--- src/rtl/awgn_pkg.sv ---
// Shared definitions for the AWGN noise chain.
//   state_e    : sample-generator FSM states
//   WORD_MEAN  : mean of (hi + lo) for one uniform 32-bit word
//   acc_width  : accumulator width needed for a given word count
//   DEF_OUT_W, DEF_SHIFT : default output width and scale shift
package awgn_pkg;

  typedef enum logic {
    ACCUM = 1'b0,
    OUT   = 1'b1
  } state_e;

  // Two 16-bit uniforms each with mean 32767.5, so one word contributes exactly 65535.
  localparam int unsigned WORD_MEAN = 65535;

  localparam int DEF_OUT_W = 16;
  localparam int DEF_SHIFT = 5;

  // One word adds at most 2*65535 (17 bits); one extra bit keeps the sum unsigned-safe.
  function automatic int acc_width(input int n_words);
    return 18 + $clog2(n_words);
  endfunction

endpackage

--- src/rtl/awgn_clt_gen_sat_shift.sv ---
// sat_shift: arithmetic right shift (floor) followed by saturation to a signed
// OUT_W result.
//   din_i  : signed input, IN_W bits
//   dout_o : signed scaled and clipped result, OUT_W bits
//   sat_o  : 1 when the scaled value did not fit and was clipped
module sat_shift #(
  parameter int IN_W  = 22,
  parameter int OUT_W = 16,
  parameter int SHIFT = 5
) (
  input  logic signed [IN_W-1:0]  din_i,
  output logic signed [OUT_W-1:0] dout_o,
  output logic                    sat_o
);

  logic signed [IN_W-1:0] scaled;

  assign scaled = din_i >>> SHIFT;

  if (IN_W > OUT_W) begin : g_clip
    logic [IN_W-OUT_W:0] top_bits;
    logic                clip;

    // Fits in OUT_W iff the discarded bits plus the new sign bit are all equal.
    assign top_bits = scaled[IN_W-1:OUT_W-1];
    assign clip     = !((&top_bits) || !(|top_bits));
    assign sat_o    = clip;
    assign dout_o   = !clip            ? scaled[OUT_W-1:0] :
                      scaled[IN_W-1]   ? {1'b1, {(OUT_W-1){1'b0}}} :
                                         {1'b0, {(OUT_W-1){1'b1}}};
  end else begin : g_wide
    assign sat_o  = 1'b0;
    assign dout_o = OUT_W'(scaled);
  end

endmodule

--- src/rtl/awgn_clt_gen.sv ---
// awgn_clt_gen: central-limit Gaussian generator. Sums 2*N_WORDS 16-bit
// uniforms taken from N_WORDS 32-bit words, removes the exact mean, scales by
// an arithmetic right shift and saturates to a signed OUT_W sample.
//   clk, reset (async, active-low)
//   in_data/in_valid/in_ready    : uniform word input handshake
//   out_data/out_valid/out_ready : Gaussian sample output handshake
//   out_sat                      : sample was clipped (qualified by out_valid)
//
// state | meaning
// ACCUM | collecting words, no sample held, always ready for input
// OUT   | sample held on output; input accepted only while downstream takes it
module awgn_clt_gen
  import awgn_pkg::*;
#(
  parameter int N_WORDS = 6,
  parameter int OUT_W   = DEF_OUT_W,
  parameter int SHIFT   = DEF_SHIFT
) (
  input  logic                    clk,
  input  logic                    reset,
  input  logic [31:0]             in_data,
  input  logic                    in_valid,
  output logic                    in_ready,
  output logic signed [OUT_W-1:0] out_data,
  output logic                    out_valid,
  input  logic                    out_ready,
  output logic                    out_sat
);

  localparam int ACC_W = acc_width(N_WORDS);
  localparam int CNT_W = (N_WORDS > 1) ? $clog2(N_WORDS) : 1;
  localparam logic [CNT_W-1:0]     LAST_CNT = CNT_W'(N_WORDS - 1);
  localparam logic signed [ACC_W:0] MEAN_SUM = (ACC_W+1)'(N_WORDS * WORD_MEAN);

  state_e                  state_q, state_d;
  logic [ACC_W-1:0]        acc_q, acc_d;
  logic [CNT_W-1:0]        cnt_q, cnt_d;
  logic signed [OUT_W-1:0] data_q, data_d;
  logic                    sat_q, sat_d;

  logic [16:0]             word_sum;
  logic [ACC_W-1:0]        sum;
  logic signed [ACC_W:0]   centred;
  logic signed [OUT_W-1:0] scaled;
  logic                    scaled_sat;
  logic                    accept;

  assign word_sum = {1'b0, in_data[31:16]} + {1'b0, in_data[15:0]};
  assign sum      = acc_q + ACC_W'(word_sum);
  assign centred  = $signed({1'b0, sum}) - MEAN_SUM;

  sat_shift #(
    .IN_W (ACC_W + 1),
    .OUT_W(OUT_W),
    .SHIFT(SHIFT)
  ) u_sat_shift (
    .din_i (centred),
    .dout_o(scaled),
    .sat_o (scaled_sat)
  );

  always_comb begin
    state_d  = state_q;
    acc_d    = acc_q;
    cnt_d    = cnt_q;
    data_d   = data_q;
    sat_d    = sat_q;
    in_ready = (state_q == ACCUM) ? 1'b1 : out_ready;
    accept   = in_valid && in_ready;

    if (state_q == OUT && out_ready) state_d = ACCUM;

    // A completing accept in OUT can only happen while the old sample is
    // being consumed, so loading the new result here never drops one.
    if (accept) begin
      if (cnt_q == LAST_CNT) begin
        data_d  = scaled;
        sat_d   = scaled_sat;
        acc_d   = '0;
        cnt_d   = '0;
        state_d = OUT;
      end else begin
        acc_d = sum;
        cnt_d = cnt_q + 1'b1;
      end
    end
  end

  always_ff @(posedge clk or negedge reset) begin
    if (!reset) begin
      state_q <= ACCUM;
      acc_q   <= '0;
      cnt_q   <= '0;
      data_q  <= '0;
      sat_q   <= 1'b0;
    end else begin
      state_q <= state_d;
      acc_q   <= acc_d;
      cnt_q   <= cnt_d;
      data_q  <= data_d;
      sat_q   <= sat_d;
    end
  end

  assign out_valid = (state_q == OUT);
  assign out_data  = data_q;
  assign out_sat   = sat_q;

endmodule
--- config.mk ---
export PLATFORM = sky130hd
export DESIGN_NAME = awgn_clt_gen
export DESIGN_NICKNAME = d
export VERILOG_FILES = /design/src/rtl/awgn_pkg.sv /design/src/rtl/awgn_clt_gen_sat_shift.sv /design/src/rtl/awgn_clt_gen.sv
export SDC_FILE = /design/constraint.sdc
export NUM_CORES = 1
export LEC_CHECK = 0
export CORE_UTILIZATION = 65
export DETAILED_ROUTE_END_ITERATION = 16
export DONT_BUFFER_PORTS = 1
export GPL_TIMING_DRIVEN = 0
export HOLD_SLACK_MARGIN = 0.08
export PLACE_DENSITY = 0.85
export REMOVE_ABC_BUFFERS = 1
export SYNTH_ARGS = -nofsm -noshare
export SYNTH_HDL_FRONTEND = slang
export SYNTH_SLANG_ARGS = --single-unit
--- constraint.sdc ---
create_clock -name clk -period 5.7 [get_ports clk]
set_clock_uncertainty 0.15 [all_clocks]
set_input_delay 0.57 -clock clk [delete_from_list [all_inputs] [get_ports clk]]
set_output_delay 0.57 -clock clk [all_outputs]
set_load 0.03 [all_outputs]
==> impl_results.md, run 1 <==
- RSZ-0062 raised after global routing: no
- Antenna diodes: 0
- Dpl hpwl: 4.95 mm
- Max-slew headroom: 0.270
- Initial antenna violation count: 0
- Clock-pin transition on the worst setup and hold timing paths: 0.08 ns
- Clk sinks: 42
- Outcome: complete, but fails checks
- Sequential element share of the synthesized area: 0.338
- TritonCTS clock tree: built
- Largest net degree at the start of global routing: 43
- H-tree levels: 2
- Hold path startpoint: acc_q[16]
- Post-CTS Resized: 0
- R2R Setup Slk: 1.18 ns
- GRT Residual Overflow: 0
- CP delay by family, top: compound AO/OA/AOI/OAI gates
- Required time worst endpoint: 5.69 ns
- Die height: 71.2 um
- GP Congestion: 0.890
- Pre-CTS WS: 1.01 ns
- Nets@finish: 390
- Total of max-cap violations: 0
- Clock latency on the worst-skew pair: 0.30 ns
- Synthesized flop and latch total: 42
- Hold Path End: acc_q[16]
- CP max FO: 14
- Worst Path Buf+Inv: 1
- Startpoint types: flip-flop
- HP Class: reg2reg
- CP cell instances: fa_1 -> ha_1 -> inv_1 -> fa_1 -> nand2b_1 -> a211oi_2 -> o21ai_0 -> xor2_1 -> nand4b_4 -> nor4_1 -> a211o_1 -> a21oi_2 -> a21oi_1
- CP max stage delay: 0.59 ns
- Max-slew violations: 0
- Netlist cell types: 56
- First-pass GRT wire length: 11.3 mm
- All-layer global routing usage: 0.289
- Fin crit share: 0.794
- Avg WL per Cell: 17.8 um
- R2r startpoint: acc_q[1]
- Bufs on Longest Clock Path: 2
- Worst path most repeated cell: fa_1
- Num CTS Buffers: 5
- Mean Syn Cell Area: 9.72 um2
- EDFF count, synth: 0
- Fin crit period: 4.52 ns
- Setup WS post-layout: 1.18 ns
- Vias per cell: 6.41
- FF-to-FF End: out_data[10]
- Post-DRT Antenna Nets: 0
- Layout area overhead: 4.55%
- Crit path kind: reg2reg
- Post-route DRC: 5
- Ys flop type: dfrtp_1
- Area of the mapped netlist: 3110 um2
- Core area: 4470 um2
- Peak Freq: 221 MHz
- Hold Path Depth: 2
- CTS Root Cell: clkbuf_8
- TNS Setup: 0 ns
- R2R depth: 13
- Io pins: 55
- Cell Rows: 24
- Finish-stage setup viols: 0
- Share of cells above drive strength 1: 0.0870
- Post-synthesis cell count: 320
- Post-Route WL: 6.67 mm
- Warnings from Yosys: 0
- Kind of end point of the critical path: flip-flop
- Die extent in x: 71.2 um
- Arr. time, crit path: 4.52 ns
- Final Hold Fails: 0
- Vias: 2396
- Die area: 5060 um2
- Failing checks: design-rule violations
- Input/output buffers: 0
- Initial Util: 0.695
- Vias in the first global route: 2446
- Filler Cell Count: 336
- Initial drt markers: 198
- Async S/R FF share, synth: 1.00
- Slew @ Worst Pin: 1.09 ns
- Crit path depth: 13
- TritonRoute pass-1 iters: 10
- CP max-delay cell: a21oi_2
-- worst min-delay path, delay by kind of cell, from the launching register on --
family / cells / cell delay (ns)
AOI/OAI and AO/OA: 1 / 0.06
DFF: 1 / 0.36
and+or+nand+nor: 1 / 0.06
-- Yosys cell counts (all sizes together), types with 6 or more instances --
library cell  instances  share of area
dfrtp                42           0.34
nand2                41          0.049
a21oi                29          0.053
nor2                 28          0.034
o21ai                23          0.037
fa                   17           0.11
xnor2                17          0.048
ha                   16          0.064
inv                  11          0.013
xor2                  9          0.031
nor3                  8          0.018
a21o                  6          0.014
a22o                  6          0.017
nand2b                6          0.012
-- worst max path at each step --
| stage | startpoint | endpoint | slack (ns) |
|---|---|---|---|
| after floorplan | in_data[1] | out_data[11] | 1.53 |
| after global placement | in_data[1] | out_data[10] | 1.16 |
| after detailed placement | in_data[1] | out_data[10] | 1.01 |
| after CTS | acc_q[1] | out_data[10] | 1.19 |
| after global routing | acc_q[1] | out_data[10] | 0.90 |
| final | acc_q[1] | out_data[10] | 1.18 |
-- metrics by stage --
step | util | hold slack, ns | std cells | cell area (um2)
floorplan | - | 0.124 | 312 | 3060
global placement | 0.699 | 0.125 | 364 | 3130
detailed placement | 0.699 | 0.125 | 364 | 3130
CTS | 0.727 | 0.363 | 374 | 3250
global route | 0.727 | 0.385 | 374 | 3250
finish | 0.727 | 0.356 | 374 | 3250
-- cell families (layout without fill, tap and decap cells) --
family | count (synthesis) | after routing | synth area share
AO/OA/AOI/OAI | 97 | 97 | 0.219
buffers and inverters | 19 | 21 | 0.0286
adder cells (fa/ha/maj) | 33 | 33 | 0.174
XOR/XNOR | 26 | 26 | 0.0793
AND/OR/NAND/NOR | 103 | 103 | 0.161
flip-flops | 42 | 42 | 0.338
-- repair_timing --
| item | in CTS | in global routing |
|---|---|---|
| buffers inserted | 0 | 0 |
| endpoints found under the setup margin | 0 | 0 |
| hold buffers | 2 | 0 |
| hold endpoints to repair | 42 | 0 |
-- cells in the final DEF (no fill, tap or decap), types with 2 or more instances in the layout --
| cell | count |
|---|---|
| xnor2_1 | 17 |
| a31oi_1 | 2 |
| nor3_1 | 6 |
| a21oi_2 | 2 |
| a21o_1 | 6 |
| a211oi_1 | 2 |
| a211o_1 | 2 |
| and2_1 | 3 |
| nor2_1 | 28 |
| o21a_1 | 2 |
| o2111ai_1 | 2 |
| a21oi_1 | 26 |
| ha_1 | 16 |
| o31ai_1 | 4 |
| o21ai_0 | 22 |
| nand2_1 | 41 |
| o211a_1 | 2 |
| a22o_1 | 6 |
| o211ai_1 | 2 |
| inv_1 | 11 |
| o211ai_2 | 2 |
| fa_1 | 17 |
| xor2_1 | 8 |
| nand2b_1 | 6 |
| nand3_1 | 4 |
| o22ai_1 | 3 |
| or2_2 | 4 |
| clkbuf_8 | 5 |
| dfrtp_1 | 42 |
-- layer usage --
| metal | wire length [um] | up-vias | GRT usage |
|---|---|---|---|
| met5 | 0 | - | 0 |
| met4 | 74 | 0 | 0.0822 |
| met3 | 469 | 10 | 0.0598 |
| met2 | 3320 | 93 | 0.491 |
| met1 | 2800 | 1156 | 0.374 |
| li1 | - | 1137 | - |
-- flip-flops by register name (all words and copies together), names as in the netlist --
register   flops
acc_q         21
cnt_q          3
out_data      16
out_sat        1
out_valid      1
-- area by class of cell --
class / count / area, um2 / share of cell area
tap: 52 / 65.1 / 0.0200
sequential: 42 / 1050 / 0.323
clock inverter: 2 / 13.8 / 0.00423
timing repair buffer: 2 / 37.5 / 0.0115
clock buffer: 6 / 72.6 / 0.0223
multi-input combinational: 259 / 1970 / 0.606
inverter: 11 / 41.3 / 0.0127
Power of run 1 is left out: the tool's default activity adds up to more than one toggle a clock period on the data nets, which glitch-free logic cannot reach.
==> inputs of run 2 (changes only) <==
--- a/config.mk
+++ b/config.mk
@@ -5,12 +5,12 @@
 export SDC_FILE = /design/constraint.sdc
 export NUM_CORES = 1
 export LEC_CHECK = 0
-export CORE_UTILIZATION = 65
+export CORE_UTILIZATION = 58
 export DETAILED_ROUTE_END_ITERATION = 16
 export DONT_BUFFER_PORTS = 1
 export GPL_TIMING_DRIVEN = 0
 export HOLD_SLACK_MARGIN = 0.08
-export PLACE_DENSITY = 0.85
+export PLACE_DENSITY = 0.8
 export REMOVE_ABC_BUFFERS = 1
 export SYNTH_ARGS = -nofsm -noshare
 export SYNTH_HDL_FRONTEND = slang
==> constraint.sdc (replaced) <==
create_clock -name clk -period 3.9 [get_ports clk]
set_clock_uncertainty 0.15 [all_clocks]
set_input_delay 0.39 -clock clk [delete_from_list [all_inputs] [get_ports clk]]
set_output_delay 0.39 -clock clk [all_outputs]
set_load 0.03 [all_outputs]
==> run 2 against run 1 <==
  * The flow finishes with violations (negative setup slack)
  * Critical path type unchanged
  * Clock-buffer cell count unchanged
  * First-iteration DRC count decreased by 26%
  * Register-to-register slack got worse by 1.3 ns
  * Die area increased by 12%
  * Critical path depth decreased by 2
  * Via count increased by 8.0%
  * Non-clock buffer count increased by 21
  * Utilization decreased by 0.96 points
  * Hold slack got worse by 0.096 ns
  * Cell area increased by 13%
==> impl_results.md, run 2 (synthesized netlist as in run 1, its figures left out) <==
- Outcome: complete, but fails checks
- Failing checks: negative setup slack
- Die area: 5660 um2 (+12%)
- FF-to-FF End: out_data[11]
- Vias: 2588 (+8.0%)
- R2R depth: 11 (-2)
- Hold Path Depth: 3 (+1)
- Clock latency on the worst-skew pair: 0.29 ns (about the same)
- Avg WL per Cell: 18.1 um (+1.4%)
- Non-filler cells, final: 413 (+10%)
- Bufs on Longest Clock Path: 2 (unchanged)
- Crit path kind: reg2reg
- Total of max-cap violations: 0 (unchanged)
- Core area: 5140 um2 (+15%)
- Peak Freq: 248 MHz (+12%)
- Initial antenna violation count: 0 (unchanged)
- Share of cells above drive strength 1: 0.242 (+0.155)
- Max reg flops: 21 (unchanged)
- Largest net degree at the start of global routing: 43 (unchanged)
- Crit path launch: acc_q[2]
- Fin util: 0.717 (-0.00962)
- Dpl hpwl: 4.80 mm (-3.1%)
- CP max FO: 5 (-9)
- First-pass GRT wire length: 11.4 mm (+0.55%)
- Hold Path End: acc_q[0]
- Setup WS post-layout: -0.126 ns (-1.30 ns)
- Initial drt markers: 147 (-26%)
- HP Class: in2reg
- Max-slew headroom: 0.186 (-0.0839)
- Most frequent cells in the layout: dfrtp_1 (42), nand2_1 (41), nor2_1 (27)
- Hold path startpoint: in_data[16]
- Most flop-heavy register: acc_q
- GRT Residual Overflow: 0 (unchanged)
- Vias in the first global route: 2470 (+0.98%)
- Finish-stage setup viols: 15 (+15)
- Antenna diodes: 0 (unchanged)
- H-tree levels: 2 (unchanged)
- Io pins: 55 (unchanged)
- TNS Setup: -1.15 ns (-1.15 ns)
- Worst hold margin: 0.260 ns (-0.0960 ns)
- Die extent in x: 75.2 um (+5.7%)
- Layout area overhead: 18.5%
- Placed cell count: 382 (+4.9%)
- Clk sinks: 42 (unchanged)
- Post-DRT Antenna Nets: 0 (unchanged)
- Clock-pin transition on the worst setup and hold timing paths: 0.08 ns (about the same)
- Initial Util: 0.605 (-0.0900)
- Startpoint types: flip-flop
- Cell Rows: 26 (+8.3%)
- Post-Route WL: 7.47 mm (+12%)
- TritonCTS clock tree: built
- Commonest non-fill, non-tap cell in the layout: dfrtp_1
- Post-route DRC: 0 (-5)
- Input/output buffers: 0 (unchanged)
- Final Hold Fails: 0 (unchanged)
- R2R Setup Slk: -0.13 ns (-1.30 ns)
- Fin crit period: 4.03 ns (-0.499 ns)
- TritonRoute pass-1 iters: 4 (-6)
- Arr. time, crit path: 4.10 ns (-0.42 ns)
- Nets@finish: 411 (+5.4%)
- Kind of end point of the critical path: flip-flop
- All-layer global routing usage: 0.271 (-0.0177)
- R2r startpoint: acc_q[2]
- Vias per cell: 6.27 (-2.2%)
- GP Congestion: 0.915 (+2.9%)
- Die height: 75.2 um (+5.7%)
- Required time worst endpoint: 3.98 ns (-1.71 ns)
- Num CTS Buffers: 5 (unchanged)
- CTS Root Cell: clkbuf_8
- Slew @ Worst Pin: 1.22 ns (+0.125 ns)
- Max-slew violations: 0 (unchanged)
- RSZ-0062 raised after global routing: yes
- Fin crit share: 1.03 (+0.238)
-- run 2: cell types whose count changed in the layout (fill, tap and decap cells not counted), moves of 3 or more --
cell and change:
xor2_2 +4, buf_4 +19, a21oi_2 +7, xor2_1 -4, ha_1 -4, o21ai_0 -3, a21oi_1 -8
-- run 2: metal layers --
layer  share of wire  vias up  GRT usage
li1                -     1168          -
met1            0.42     1287      0.342
met2            0.49      113      0.470
met3           0.065       20     0.0602
met4           0.020        0     0.0741
met5               0        -          0
-- run 2: metrics by stage --
| stage | worst slack [ns] | cell area, um2 |
|---|---|---|
| 6_report | -0.126 | 3680 |
| 5_1_grt | -0.228 | 3680 |
| 4_1_cts | -0.0361 | 3510 |
| 3_5_place_dp | -0.572 | 3150 |
| 3_3_place_gp | -0.501 | 3150 |
| 2_1_floorplan | -0.0896 | 3060 |
-- run 2: area by class of cell --
type | instances | area [um2]
multi-input cells | 259 | 2190
fillers | 385 | 1460
flip-flops and latches | 42 | 1050
repair buffers | 23 | 204
well taps | 70 | 87.6
clock buffers | 6 | 72.6
inverters | 11 | 41.3
clock inverters | 2 | 37.5
-- run 2: worst max path at each step --
stage	endpoint	slack, ns	depth (start not counted)
after floorplan	out_data[11]	-0.09	13
after global placement	out_data[7]	-0.50	13
after detailed placement	out_data[5]	-0.57	13
after CTS	out_data[11]	-0.04	13
after global routing	out_data[11]	-0.23	11
final	out_data[11]	-0.13	11
-- run 2: worst max-delay path: stages, from the launching register on --
cell and delay (ns):
dfrtp_1 0.41, fa_2 0.59, ha_4 0.21, a211oi_4 0.36
o211ai_1 0.16, a221o_1 0.41, nor3_4 0.27, nand4b_4 0.15
or4_4 0.55, o22ai_2 0.18, or3b_4 0.40, a21oi_2 0.12
-- run 2: what timing repair did --
action | in CTS | in global routing
gates resized for setup | 19 | 26
endpoints found under the hold margin | 42 | 0
setup endpoints to repair | 17 | 17
hold buffers | 2 | 0
buffers inserted | 14 | 7
pin swaps | 13 | 12
Power of run 2 is left out for the same reason.
